===== config.mk =====
export PLATFORM = sky130hd
export DESIGN_NAME = collision_arbiter_flat
export DESIGN_NICKNAME = d
export VERILOG_FILES = /design/src/rtl/collision_arbiter_if.sv /design/src/rtl/collision_arbiter.sv /design/src/flat_wrapper.sv
export SDC_FILE = /design/constraint.sdc
export NUM_CORES = 1
export LEC_CHECK = 0
export CORE_MARGIN = 2
export CORE_UTILIZATION = 40
export DETAILED_ROUTE_END_ITERATION = 8
export DONT_BUFFER_PORTS = 1
export MAX_ROUTING_LAYER = met4
export PLACE_DENSITY_LB_ADDON = 0.2
export SLEW_MARGIN = 20
export SYNTH_ARGS = -nofsm -noshare
export SYNTH_HDL_FRONTEND = slang
export SYNTH_SLANG_ARGS = --single-unit
export TNS_END_PERCENT = 30

===== constraint.sdc =====
create_clock -name clk -period 2.6 [get_ports clk]
set_clock_uncertainty 0.15 [all_clocks]
set_input_delay 0.52 -clock clk [delete_from_list [all_inputs] [get_ports clk]]
set_output_delay 0.52 -clock clk [all_outputs]
set_load 0.03 [all_outputs]

===== src/rtl/collision_arbiter_if.sv =====
// Request/response bundle between the move controllers, the arbiter and the
// shared platform-collision checker.
interface collision_arbiter_if #(
    parameter int N_REQ   = 2,
    parameter int COORD_W = 10
);
    logic [N_REQ-1:0]         req;
    logic [N_REQ*COORD_W-1:0] req_x;
    logic [N_REQ*COORD_W-1:0] req_y;
    logic [N_REQ*COORD_W-1:0] req_w;
    logic [N_REQ*COORD_W-1:0] req_h;
    logic [N_REQ-1:0]         gnt;
    logic [N_REQ-1:0]         rsp_valid;
    logic [1:0]               rsp_coll;
    logic                     chk_start;
    logic [COORD_W-1:0]       chk_x;
    logic [COORD_W-1:0]       chk_y;
    logic [COORD_W-1:0]       chk_w;
    logic [COORD_W-1:0]       chk_h;
    logic                     chk_done;
    logic [1:0]               chk_coll;
    logic                     busy;
    logic                     err_timeout;

    // Requesters and checker side: drive requests and checker results.
    modport master (
        output req, req_x, req_y, req_w, req_h, chk_done, chk_coll,
        input  gnt, rsp_valid, rsp_coll, chk_start, chk_x, chk_y, chk_w, chk_h,
               busy, err_timeout
    );

    // Arbiter side.
    modport slave (
        input  req, req_x, req_y, req_w, req_h, chk_done, chk_coll,
        output gnt, rsp_valid, rsp_coll, chk_start, chk_x, chk_y, chk_w, chk_h,
               busy, err_timeout
    );
endinterface


===== src/rtl/collision_arbiter.sv =====
// Round-robin arbiter sharing one platform-collision checker between the
// player movement controllers. One transaction at a time:
// IDLE -> ISSUE (start pulse) -> WAIT (done or timeout) -> RESP (response pulse).
module collision_arbiter #(
    parameter int N_REQ   = 2,
    parameter int COORD_W = 10,
    parameter int TIMEOUT = 15
) (
    input  logic               clk,
    input  logic               rst,
    collision_arbiter_if.slave bus
);
    localparam int IDX_W = (N_REQ > 1) ? $clog2(N_REQ) : 1;
    localparam int CNT_W = $clog2(TIMEOUT + 1);
    localparam logic [N_REQ-1:0] ONE_HOT0 = N_REQ'(1);

    typedef enum logic [1:0] {
        S_IDLE  = 2'b00,
        S_ISSUE = 2'b01,
        S_WAIT  = 2'b10,
        S_RESP  = 2'b11
    } state_t;

    state_t             state_r, state_s;
    logic [IDX_W-1:0]   rr_ptr_r, rr_ptr_s, win_s;
    logic [CNT_W-1:0]   wait_cnt_r, wait_cnt_s;
    logic [N_REQ-1:0]   gnt_r, gnt_s;
    logic [N_REQ-1:0]   rsp_valid_r, rsp_valid_s;
    logic [1:0]         rsp_coll_r, rsp_coll_s;
    logic               chk_start_r, chk_start_s;
    logic [COORD_W-1:0] chk_x_r, chk_x_s, chk_y_r, chk_y_s;
    logic [COORD_W-1:0] chk_w_r, chk_w_s, chk_h_r, chk_h_s;
    logic [COORD_W-1:0] sel_x_s, sel_y_s, sel_w_s, sel_h_s;
    logic               busy_r, busy_s;
    logic               err_timeout_r, err_timeout_s;

    // First requesting index after ptr, wrapping; returns ptr when nobody requests.
    function automatic logic [IDX_W-1:0] rr_pick(input logic [N_REQ-1:0] r,
                                                 input logic [IDX_W-1:0] ptr);
        logic [IDX_W-1:0] win;
        logic             found;
        int               idx;
        win   = ptr;
        found = 1'b0;
        for (int k = 1; k <= N_REQ; k++) begin
            idx = (int'(ptr) + k) % N_REQ;
            if (!found && r[IDX_W'(idx)]) begin
                win   = IDX_W'(idx);
                found = 1'b1;
            end else begin
                win   = win;
            end
        end
        return win;
    endfunction

    // Winner selection and operand mux for the requester that would be granted now.
    always_comb begin
        win_s   = rr_pick(bus.req, rr_ptr_r);
        sel_x_s = {COORD_W{1'b0}};
        sel_y_s = {COORD_W{1'b0}};
        sel_w_s = {COORD_W{1'b0}};
        sel_h_s = {COORD_W{1'b0}};
        for (int i = 0; i < N_REQ; i++) begin
            sel_x_s = sel_x_s | ((IDX_W'(i) == win_s) ? bus.req_x[i*COORD_W +: COORD_W] : {COORD_W{1'b0}});
            sel_y_s = sel_y_s | ((IDX_W'(i) == win_s) ? bus.req_y[i*COORD_W +: COORD_W] : {COORD_W{1'b0}});
            sel_w_s = sel_w_s | ((IDX_W'(i) == win_s) ? bus.req_w[i*COORD_W +: COORD_W] : {COORD_W{1'b0}});
            sel_h_s = sel_h_s | ((IDX_W'(i) == win_s) ? bus.req_h[i*COORD_W +: COORD_W] : {COORD_W{1'b0}});
        end
    end

    // Next state and next values of every registered output.
    always_comb begin
        state_s       = state_r;
        rr_ptr_s      = rr_ptr_r;
        wait_cnt_s    = wait_cnt_r;
        gnt_s         = gnt_r;
        rsp_valid_s   = {N_REQ{1'b0}};
        rsp_coll_s    = rsp_coll_r;
        chk_start_s   = 1'b0;
        chk_x_s       = chk_x_r;
        chk_y_s       = chk_y_r;
        chk_w_s       = chk_w_r;
        chk_h_s       = chk_h_r;
        err_timeout_s = err_timeout_r;
        case (state_r)
            S_IDLE: begin
                if (|bus.req) begin
                    state_s     = S_ISSUE;
                    rr_ptr_s    = win_s;
                    gnt_s       = ONE_HOT0 << win_s;
                    chk_start_s = 1'b1;
                    chk_x_s     = sel_x_s;
                    chk_y_s     = sel_y_s;
                    chk_w_s     = sel_w_s;
                    chk_h_s     = sel_h_s;
                end else begin
                    state_s     = S_IDLE;
                end
            end
            S_ISSUE: begin
                wait_cnt_s = {CNT_W{1'b0}};
                state_s    = S_WAIT;
            end
            S_WAIT: begin
                // A done arriving together with the timeout still wins.
                if (bus.chk_done) begin
                    rsp_coll_s  = bus.chk_coll;
                    rsp_valid_s = gnt_r;
                    state_s     = S_RESP;
                end else if ((wait_cnt_r + CNT_W'(1)) == CNT_W'(TIMEOUT)) begin
                    rsp_coll_s    = 2'b00;
                    rsp_valid_s   = gnt_r;
                    err_timeout_s = 1'b1;
                    state_s       = S_RESP;
                end else begin
                    wait_cnt_s = wait_cnt_r + CNT_W'(1);
                end
            end
            S_RESP: begin
                gnt_s   = {N_REQ{1'b0}};
                state_s = S_IDLE;
            end
            default: begin
                gnt_s   = {N_REQ{1'b0}};
                state_s = S_IDLE;
            end
        endcase
        busy_s = (state_s != S_IDLE);
    end

    // FSM state register.
    always_ff @(posedge clk or negedge rst) begin
        if (!rst) begin
            state_r <= S_IDLE;
        end else begin
            state_r <= state_s;
        end
    end

    // Round-robin pointer, wait counter and registered outputs.
    always_ff @(posedge clk or negedge rst) begin
        if (!rst) begin
            rr_ptr_r      <= IDX_W'(N_REQ - 1);
            wait_cnt_r    <= {CNT_W{1'b0}};
            gnt_r         <= {N_REQ{1'b0}};
            rsp_valid_r   <= {N_REQ{1'b0}};
            rsp_coll_r    <= 2'b00;
            chk_start_r   <= 1'b0;
            chk_x_r       <= {COORD_W{1'b0}};
            chk_y_r       <= {COORD_W{1'b0}};
            chk_w_r       <= {COORD_W{1'b0}};
            chk_h_r       <= {COORD_W{1'b0}};
            busy_r        <= 1'b0;
            err_timeout_r <= 1'b0;
        end else begin
            rr_ptr_r      <= rr_ptr_s;
            wait_cnt_r    <= wait_cnt_s;
            gnt_r         <= gnt_s;
            rsp_valid_r   <= rsp_valid_s;
            rsp_coll_r    <= rsp_coll_s;
            chk_start_r   <= chk_start_s;
            chk_x_r       <= chk_x_s;
            chk_y_r       <= chk_y_s;
            chk_w_r       <= chk_w_s;
            chk_h_r       <= chk_h_s;
            busy_r        <= busy_s;
            err_timeout_r <= err_timeout_s;
        end
    end

    assign bus.gnt         = gnt_r;
    assign bus.rsp_valid   = rsp_valid_r;
    assign bus.rsp_coll    = rsp_coll_r;
    assign bus.chk_start   = chk_start_r;
    assign bus.chk_x       = chk_x_r;
    assign bus.chk_y       = chk_y_r;
    assign bus.chk_w       = chk_w_r;
    assign bus.chk_h       = chk_h_r;
    assign bus.busy        = busy_r;
    assign bus.err_timeout = err_timeout_r;
endmodule


===== src/flat_wrapper.sv =====
// flat-port wrapper written by rule: the top's interface ports become plain ports
module collision_arbiter_flat 
#(
    parameter int N_REQ   = 2,
    parameter int COORD_W = 10,
    parameter int TIMEOUT = 15
)
  (clk, rst, bus_req, bus_req_x, bus_req_y, bus_req_w, bus_req_h, bus_chk_done, bus_chk_coll, bus_gnt, bus_rsp_valid, bus_rsp_coll, bus_chk_start, bus_chk_x, bus_chk_y, bus_chk_w, bus_chk_h, bus_busy, bus_err_timeout);
  collision_arbiter_if #(.N_REQ(N_REQ), .COORD_W(COORD_W)) bus_i ();
  input  logic clk;
  input  logic rst;
  input wire logic [$bits(bus_i.req)-1:0] bus_req;
  input wire logic [$bits(bus_i.req_x)-1:0] bus_req_x;
  input wire logic [$bits(bus_i.req_y)-1:0] bus_req_y;
  input wire logic [$bits(bus_i.req_w)-1:0] bus_req_w;
  input wire logic [$bits(bus_i.req_h)-1:0] bus_req_h;
  input wire logic [$bits(bus_i.chk_done)-1:0] bus_chk_done;
  input wire logic [$bits(bus_i.chk_coll)-1:0] bus_chk_coll;
  output wire logic [$bits(bus_i.gnt)-1:0] bus_gnt;
  output wire logic [$bits(bus_i.rsp_valid)-1:0] bus_rsp_valid;
  output wire logic [$bits(bus_i.rsp_coll)-1:0] bus_rsp_coll;
  output wire logic [$bits(bus_i.chk_start)-1:0] bus_chk_start;
  output wire logic [$bits(bus_i.chk_x)-1:0] bus_chk_x;
  output wire logic [$bits(bus_i.chk_y)-1:0] bus_chk_y;
  output wire logic [$bits(bus_i.chk_w)-1:0] bus_chk_w;
  output wire logic [$bits(bus_i.chk_h)-1:0] bus_chk_h;
  output wire logic [$bits(bus_i.busy)-1:0] bus_busy;
  output wire logic [$bits(bus_i.err_timeout)-1:0] bus_err_timeout;
  assign bus_i.req = bus_req;
  assign bus_i.req_x = bus_req_x;
  assign bus_i.req_y = bus_req_y;
  assign bus_i.req_w = bus_req_w;
  assign bus_i.req_h = bus_req_h;
  assign bus_i.chk_done = bus_chk_done;
  assign bus_i.chk_coll = bus_chk_coll;
  assign bus_gnt = bus_i.gnt;
  assign bus_rsp_valid = bus_i.rsp_valid;
  assign bus_rsp_coll = bus_i.rsp_coll;
  assign bus_chk_start = bus_i.chk_start;
  assign bus_chk_x = bus_i.chk_x;
  assign bus_chk_y = bus_i.chk_y;
  assign bus_chk_w = bus_i.chk_w;
  assign bus_chk_h = bus_i.chk_h;
  assign bus_busy = bus_i.busy;
  assign bus_err_timeout = bus_i.err_timeout;
  collision_arbiter #(.N_REQ(N_REQ), .COORD_W(COORD_W), .TIMEOUT(TIMEOUT)) u_core (.clk(clk), .rst(rst), .bus(bus_i));
endmodule

Yosys cells after proc, flatten, opt, wreduce, memory -nomap -nowiden
Index checks and enable logic that the tools add are counted.

storage, ports and cells
  bits in read-only memories = 0
  memory bits (writable) = 0
  memories = 0
  latch bits = 0
  register bits = 56

operators by class
  $mul = 0
  reductions and logical operators = 13
  div/mod/pow operators = 0
  add/subtract/negate cells = 3
  mux-type cells = 31
  bitwise gates (word level) = 5
  order comparisons = 2
  shift operators = 1
  equal/unequal tests = 7

operator list
  cell                   count
  $mux W10               8
  $or A10 B10 Y10        4
  $mux W2                8
  $mux W1                10
  $mux W4                2
  $pmux W2 S4            1
  $pmux W4 S2            1
  $reduce_bool A2 Y1     4
  $lt A1 B3 Y1 const B   2
  $reduce_and A2 Y1      3
  $reduce_and A3 Y1      2
  $add A4 B1 Y4 const B  1
  $eq A2 B2 Y1 const B   2
  $eq A4 B4 Y1 const B   1
  $ne A2 B2 Y1 const B   2
  $pmux W2 S2            1
  $add A1 B1 Y1 const B  2
  $eq A2 B1 Y1 const B   1
  $logic_not A2 Y1       1
  $ne A2 B1 Y1 const B   1
  $reduce_or A2 Y1       1
  $shl A1 B1 Y2 const A  1
  $logic_and A1 B1 Y1    1
  $logic_not A1 Y1       1
  $not A1 Y1             1

Longest topological paths before layout
  depth in word-level cells = 11
  gate-level depth with buffers = 7
  mapped depth without buffers = 6

Worst setup path before layout
Ideal clock, no wire load.

  kind = register -> register
  start point = register u_core.wait_cnt_r[0]
  end point = register u_core.busy_r (netlist: u_core.bus.busy)
  stages on the path, launching flop included = 6
  arrival = 1605 ps
  required time = 2326 ps
  library setup time = 124 ps
  slack = 721 ps
  cells stage by stage = dfrtp_1 ha_1 and2b_1 a31o_2 o41a_1 or2_1

between the ends
  word-level cells in the longest chain between the ends = 6

RTL lines
  what                         RTL line                  text
  start, declared              collision_arbiter.sv:26   logic [CNT_W-1:0] wait_cnt_r, wait_cnt_s;
  start signal, assigned       collision_arbiter.sv:145  wait_cnt_r <= {CNT_W{1'b0}};
  start signal, assigned       collision_arbiter.sv:158  wait_cnt_r <= wait_cnt_s;
  $add A4 B1 Y4                collision_arbiter.sv:111  end else if ((wait_cnt_r + CNT_W'(1)) == CNT_W'(TIMEOUT)) begin
  $eq A4 B4 Y1                 collision_arbiter.sv:111
  $mux W2                      collision_arbiter.sv:111
  $mux W2                      collision_arbiter.sv:107  if (bus.chk_done) begin
  $pmux W2 S4                  collision_arbiter.sv:86   case (state_r)
  named net u_core.state_s[0]  collision_arbiter.sv:24   state_t state_r, state_s;
  $reduce_bool A2 Y1           collision_arbiter.sv:129  busy_s = (state_s != S_IDLE);
  named net u_core.busy_s      collision_arbiter.sv:34   logic busy_r, busy_s;
  end signal, assigned         collision_arbiter.sv:167  busy_r <= busy_s;
  end, declared                collision_arbiter.sv:34

The timed path passes the listed nets, and every way through them passes these cells.
A chain may end at the register's enable or synchronous reset.

Worst setup path after layout
  start point = register u_core.wait_cnt_r[1]
  end point = register u_core.busy_r (netlist: u_core.bus.busy)

The elaborated chain is that of the path after synthesis.

==> PnR_summary.wiki <==
{| class="wikitable"
! Metric !! Value
|-
| Fraction of power consumed by combinational cells || 0.312
|-
| Congestion Overflow GR || 0
|-
| Antenna violations before repair || 0
|-
| Classification of the worst-slack hold path || primary input to flip-flop
|-
| Max-slew violations || 0
|-
| Starting density of the core || 0.418
|-
| Slack of the worst reg-to-reg path || 0.61 ns
|-
| Critical-path maximum fanout || 7
|-
| Required time of the critical path || 2.66 ns
|-
| Switching share of power || 0.477
|-
| Result of the run || finished, final reports clean
|-
| Cell area after layout || 2930 um2
|-
| Largest area contributor in the netlist || sky130_fd_sc_hd__dfrtp_1
|-
| Final period util || 0.766
|-
| Slew HR || 0.465
|-
| Met3 routed WL || 485 um
|-
| Leakage power figure || 0.00143 uW
|-
| Warnings from Yosys || 0
|-
| Synthesis-to-finish area growth || 9.23%
|-
| Top cell types by occurrence after synthesis || sky130_fd_sc_hd__dfrtp_1 (55), sky130_fd_sc_hd__nand2_1 (45), sky130_fd_sc_hd__mux2i_1 (41), sky130_fd_sc_hd__o21ai_0 (40), sky130_fd_sc_hd__buf_2 (9)
|-
| All-layer global routing usage || 0.149
|-
| Slowest stage cell, crit path || sky130_fd_sc_hd__dfrtp_1
|-
| Most frequently used flop master after synthesis || sky130_fd_sc_hd__dfrtp_1
|-
| HPWL after detailed placement || 3850 um
|-
| Worst-path clk slew || 0.10 ns
|-
| CTS H-Tree Depth || 2
|-
| Share of flip-flops with an asynchronous set or reset after synthesis || 1.00
|-
| Drt pass-1 iters || 3
|-
| Clk Latency, worst-skew pair || 0.31 ns
|-
| Worst Setup Start Kind || flip-flop
|-
| Die Footprint || 7380 um2
|-
| Maximum achievable frequency || 0.502 GHz
|-
| Number of resized instances in the post-cts repair step || 0
|-
| Final Hold Fails || 0
|-
| Post-layout power || 4220 uW
|-
| Nets@finish || 346
|-
| Uppermost layer routed || met4
|-
| Standard cell core area || 6420 um2
|-
| Final critical delay including setup and external delays || 1.99 ns
|-
| Final routed wire length divided by cell count || 16.5 um
|-
| Die boundary height || 85.9 um
|-
| Part of the total power dissipated in the clock network || 0.147
|-
| Final Non-Filler Cells || 330
|-
| Tightest Pin Transition || 0.799 ns
|-
| Clock Root Buffer || sky130_fd_sc_hd__clkbuf_8
|-
| Worst stage delay on the critical path || 0.46 ns
|-
| Number of design rule violations left after detail routing || 0
|-
| Post-synth top area share || 0.513
|-
| Largest delay share family, worst path || compound AO/OA/AOI/OAI gates
|-
| Total number of vias || 1765
|-
| Fraction of final layout cells sized beyond drive strength 1 || 0.0751
|-
| Mean area per synthesized cell || 10.5 um2
|-
| Distinct cell type count of the synthesized netlist || 37
|-
| First-pass GRT wire length || 8440 um
|-
| I/O Pins || 136
|-
| CP Buf/Inv Count || 0
|-
| Data arrival time of the critical path || 2.05 ns
|-
| Dpl cells || 320
|-
| Cell area after technology mapping || 2690 um2
|-
| DRT antenna net count || 0
|-
| First-iteration detailed-routing DRC count || 69
|-
| Placement row count || 29
|-
| Kind of capture point of the worst setup path || flip-flop
|-
| Met2 wirelength from detailed routing || 2530 um
|-
| Port Buffers || 0
|-
| Total detailed-routing wirelength || 5450 um
|-
| Buffers inserted by post-CTS timing repair || 0
|-
| Maximum resistive drop on vdd || 718 uV
|-
| Sequential fraction of the synthesis area || 0.522
|-
| Part of the total power dissipated in sequential elements || 0.541
|-
| Internal power component || 2200 uW
|-
| Count of filler cells inserted in the layout || 620
|-
| Met1 routed wirelength after detailed routing || 2380 um
|-
| Max-cap violations || 0
|-
| Power density normalized to cell area || 1440 nW/um2
|-
| Leading cell types by total area after synthesis || sky130_fd_sc_hd__dfrtp_1 (51%), sky130_fd_sc_hd__mux2i_1 (15%), sky130_fd_sc_hd__o21ai_0 (7.5%)
|-
| Largest buffer count on any clock path || 2
|-
| Via count of the first global-routing pass || 1665
|-
| Cell count after synthesis || 256
|-
| Post-Place Cell Area || 2770 um2
|-
| Global placement routability congestion || 0.784
|-
| Final setup violation count || 0
|-
| Net count after synthesis || 350
|-
| Switch Pwr || 2010 uW
|-
| Number of enable-type register cells in the synthesized netlist || 0
|-
| Clock buffer count from CTS || 5
|-
| Die boundary width || 85.9 um
|-
| Setup Crit Path Kind || flip-flop to flip-flop
|-
| Average vias per placed instance || 5.35
|-
| Setup tns final || 0 ns
|-
| Most numerous cell in the Yosys netlist || sky130_fd_sc_hd__dfrtp_1
|-
| Antenna diodes || 0
|-
| RSZ-0062 raised after global routing || no
|-
| Register bit total from synthesis || 56
|-
| TritonCTS clock tree || yes
|-
| Hold buffer count at CTS || 2
|-
| Sequence of cells on the critical path || ha_1, and2b_1, a31o_2, o41a_1, or2_1
|-
| Largest net degree at the start of global routing || 57
|-
| Number of sinks handled by clock tree synthesis || 56
|}
==> metrics by stage <==
stage	utilization	hold WS, ns	worst slack [ns]
2_1_floorplan	-	0.0744	0.721
3_3_place_gp	0.431	0.0755	0.658
3_5_place_dp	0.431	0.0756	0.617
4_1_cts	0.457	0.162	0.605
5_1_grt	0.457	0.188	0.528
6_report	0.457	0.170	0.607
==> final timing paths <==
path                                            from                    to  cells after the start
min in group asynchronous                        rst  u_core.bus.chk_start                      2
max in group asynchronous                        rst       u_core.rr_ptr_r                      2
worst max register to register  u_core.wait_cnt_r[1]       u_core.bus.busy                      5
worst max-delay path            u_core.wait_cnt_r[1]       u_core.bus.busy                      5
worst min-delay path                      bus_req[0]       u_core.rr_ptr_r                      2
worst min register to register       u_core.rr_ptr_r       u_core.rr_ptr_r                      1
==> sequential cells by signal, summed over array words and instances (netlist names) <==
signal and count:
u_core.wait_cnt_r 4, u_core.rr_ptr_r 1, u_core.bus.gnt 2, u_core.bus.chk_start 1, u_core.state_r 2, u_core.bus.err_timeout 1
u_core.bus.chk_w 10, u_core.bus.chk_y 10, u_core.bus.chk_h 10, u_core.bus.rsp_coll 2, u_core.bus.busy 1, u_core.bus.chk_x 10
u_core.bus.rsp_valid 2
==> placed cells by master, fill, tap and decap left out <==
master / n
sky130_fd_sc_hd__nand2_1: 45
sky130_fd_sc_hd__clkbuf_8: 7
sky130_fd_sc_hd__nor3_1: 1
sky130_fd_sc_hd__dlygate4sd3_1: 1
sky130_fd_sc_hd__ha_1: 7
sky130_fd_sc_hd__o41a_1: 1
sky130_fd_sc_hd__dfrtp_1: 55
sky130_fd_sc_hd__buf_12: 2
sky130_fd_sc_hd__nand3b_1: 1
sky130_fd_sc_hd__and2_1: 1
sky130_fd_sc_hd__o21ai_0: 39
sky130_fd_sc_hd__a21o_2: 1
sky130_fd_sc_hd__nor4b_1: 1
sky130_fd_sc_hd__o21ai_1: 6
sky130_fd_sc_hd__xnor2_4: 1
sky130_fd_sc_hd__nand4b_1: 1
sky130_fd_sc_hd__a31o_2: 2
sky130_fd_sc_hd__bufinv_16: 1
sky130_fd_sc_hd__a31oi_1: 3
sky130_fd_sc_hd__or2_1: 1
sky130_fd_sc_hd__or2_2: 1
sky130_fd_sc_hd__xnor2_1: 1
sky130_fd_sc_hd__o21ai_4: 1
sky130_fd_sc_hd__a32o_1: 2
sky130_fd_sc_hd__and3_1: 2
sky130_fd_sc_hd__a21boi_1: 1
sky130_fd_sc_hd__inv_1: 6
sky130_fd_sc_hd__nor2b_1: 3
sky130_fd_sc_hd__o21ba_1: 1
sky130_fd_sc_hd__and3b_1: 1
sky130_fd_sc_hd__nor2_1: 4
sky130_fd_sc_hd__and2b_1: 1
sky130_fd_sc_hd__a21oi_1: 4
sky130_fd_sc_hd__nand3_1: 2
sky130_fd_sc_hd__a221o_1: 1
sky130_fd_sc_hd__o21bai_1: 1
sky130_fd_sc_hd__buf_16: 1
sky130_fd_sc_hd__a22o_2: 1
sky130_fd_sc_hd__dfstp_2: 1
sky130_fd_sc_hd__mux2i_1: 41
==> logic make-up after synthesis <==
logic type | synth area share
multiplexers | 0.153
flip-flops | 0.522
adder cells (fa/ha/maj) | 0.0326
AND/OR/NAND/NOR | 0.108
buffers and inverters | 0.0363
XOR/XNOR | 0.00932
AO/OA/AOI/OAI | 0.138
==> per-layer routing <==
layer | up-vias | track usage
li1 | 877 | -
met1 | 802 | 0.193
met2 | 80 | 0.226
met3 | 6 | 0.0491
met4 | 0 | 0.0390
met5 | - | -
==> area by class of cell <==
type | instances | area (um2) | area share
tap | 77 | 96.3 | 0.0328
sequential | 56 | 1400 | 0.478
clock inverter | 1 | 30.0 | 0.0102
timing repair buffer | 4 | 77.6 | 0.0265
inverter | 6 | 22.5 | 0.00768
multi-input combinational | 179 | 1210 | 0.412
clock buffer | 7 | 96.3 | 0.0328
==> power groups by stage <==
stage	Clock, uW	Sequential [uW]	Combinational (uW)
5_1_grt	678	2340	1520
3_5_place_dp	0	2300	1330
6_report	620	2280	1320
4_1_cts	640	2290	1340
2_1_floorplan	0	2200	1080
3_3_place_gp	0	2300	1280
Note: power is estimated with default switching activity, not from simulation.
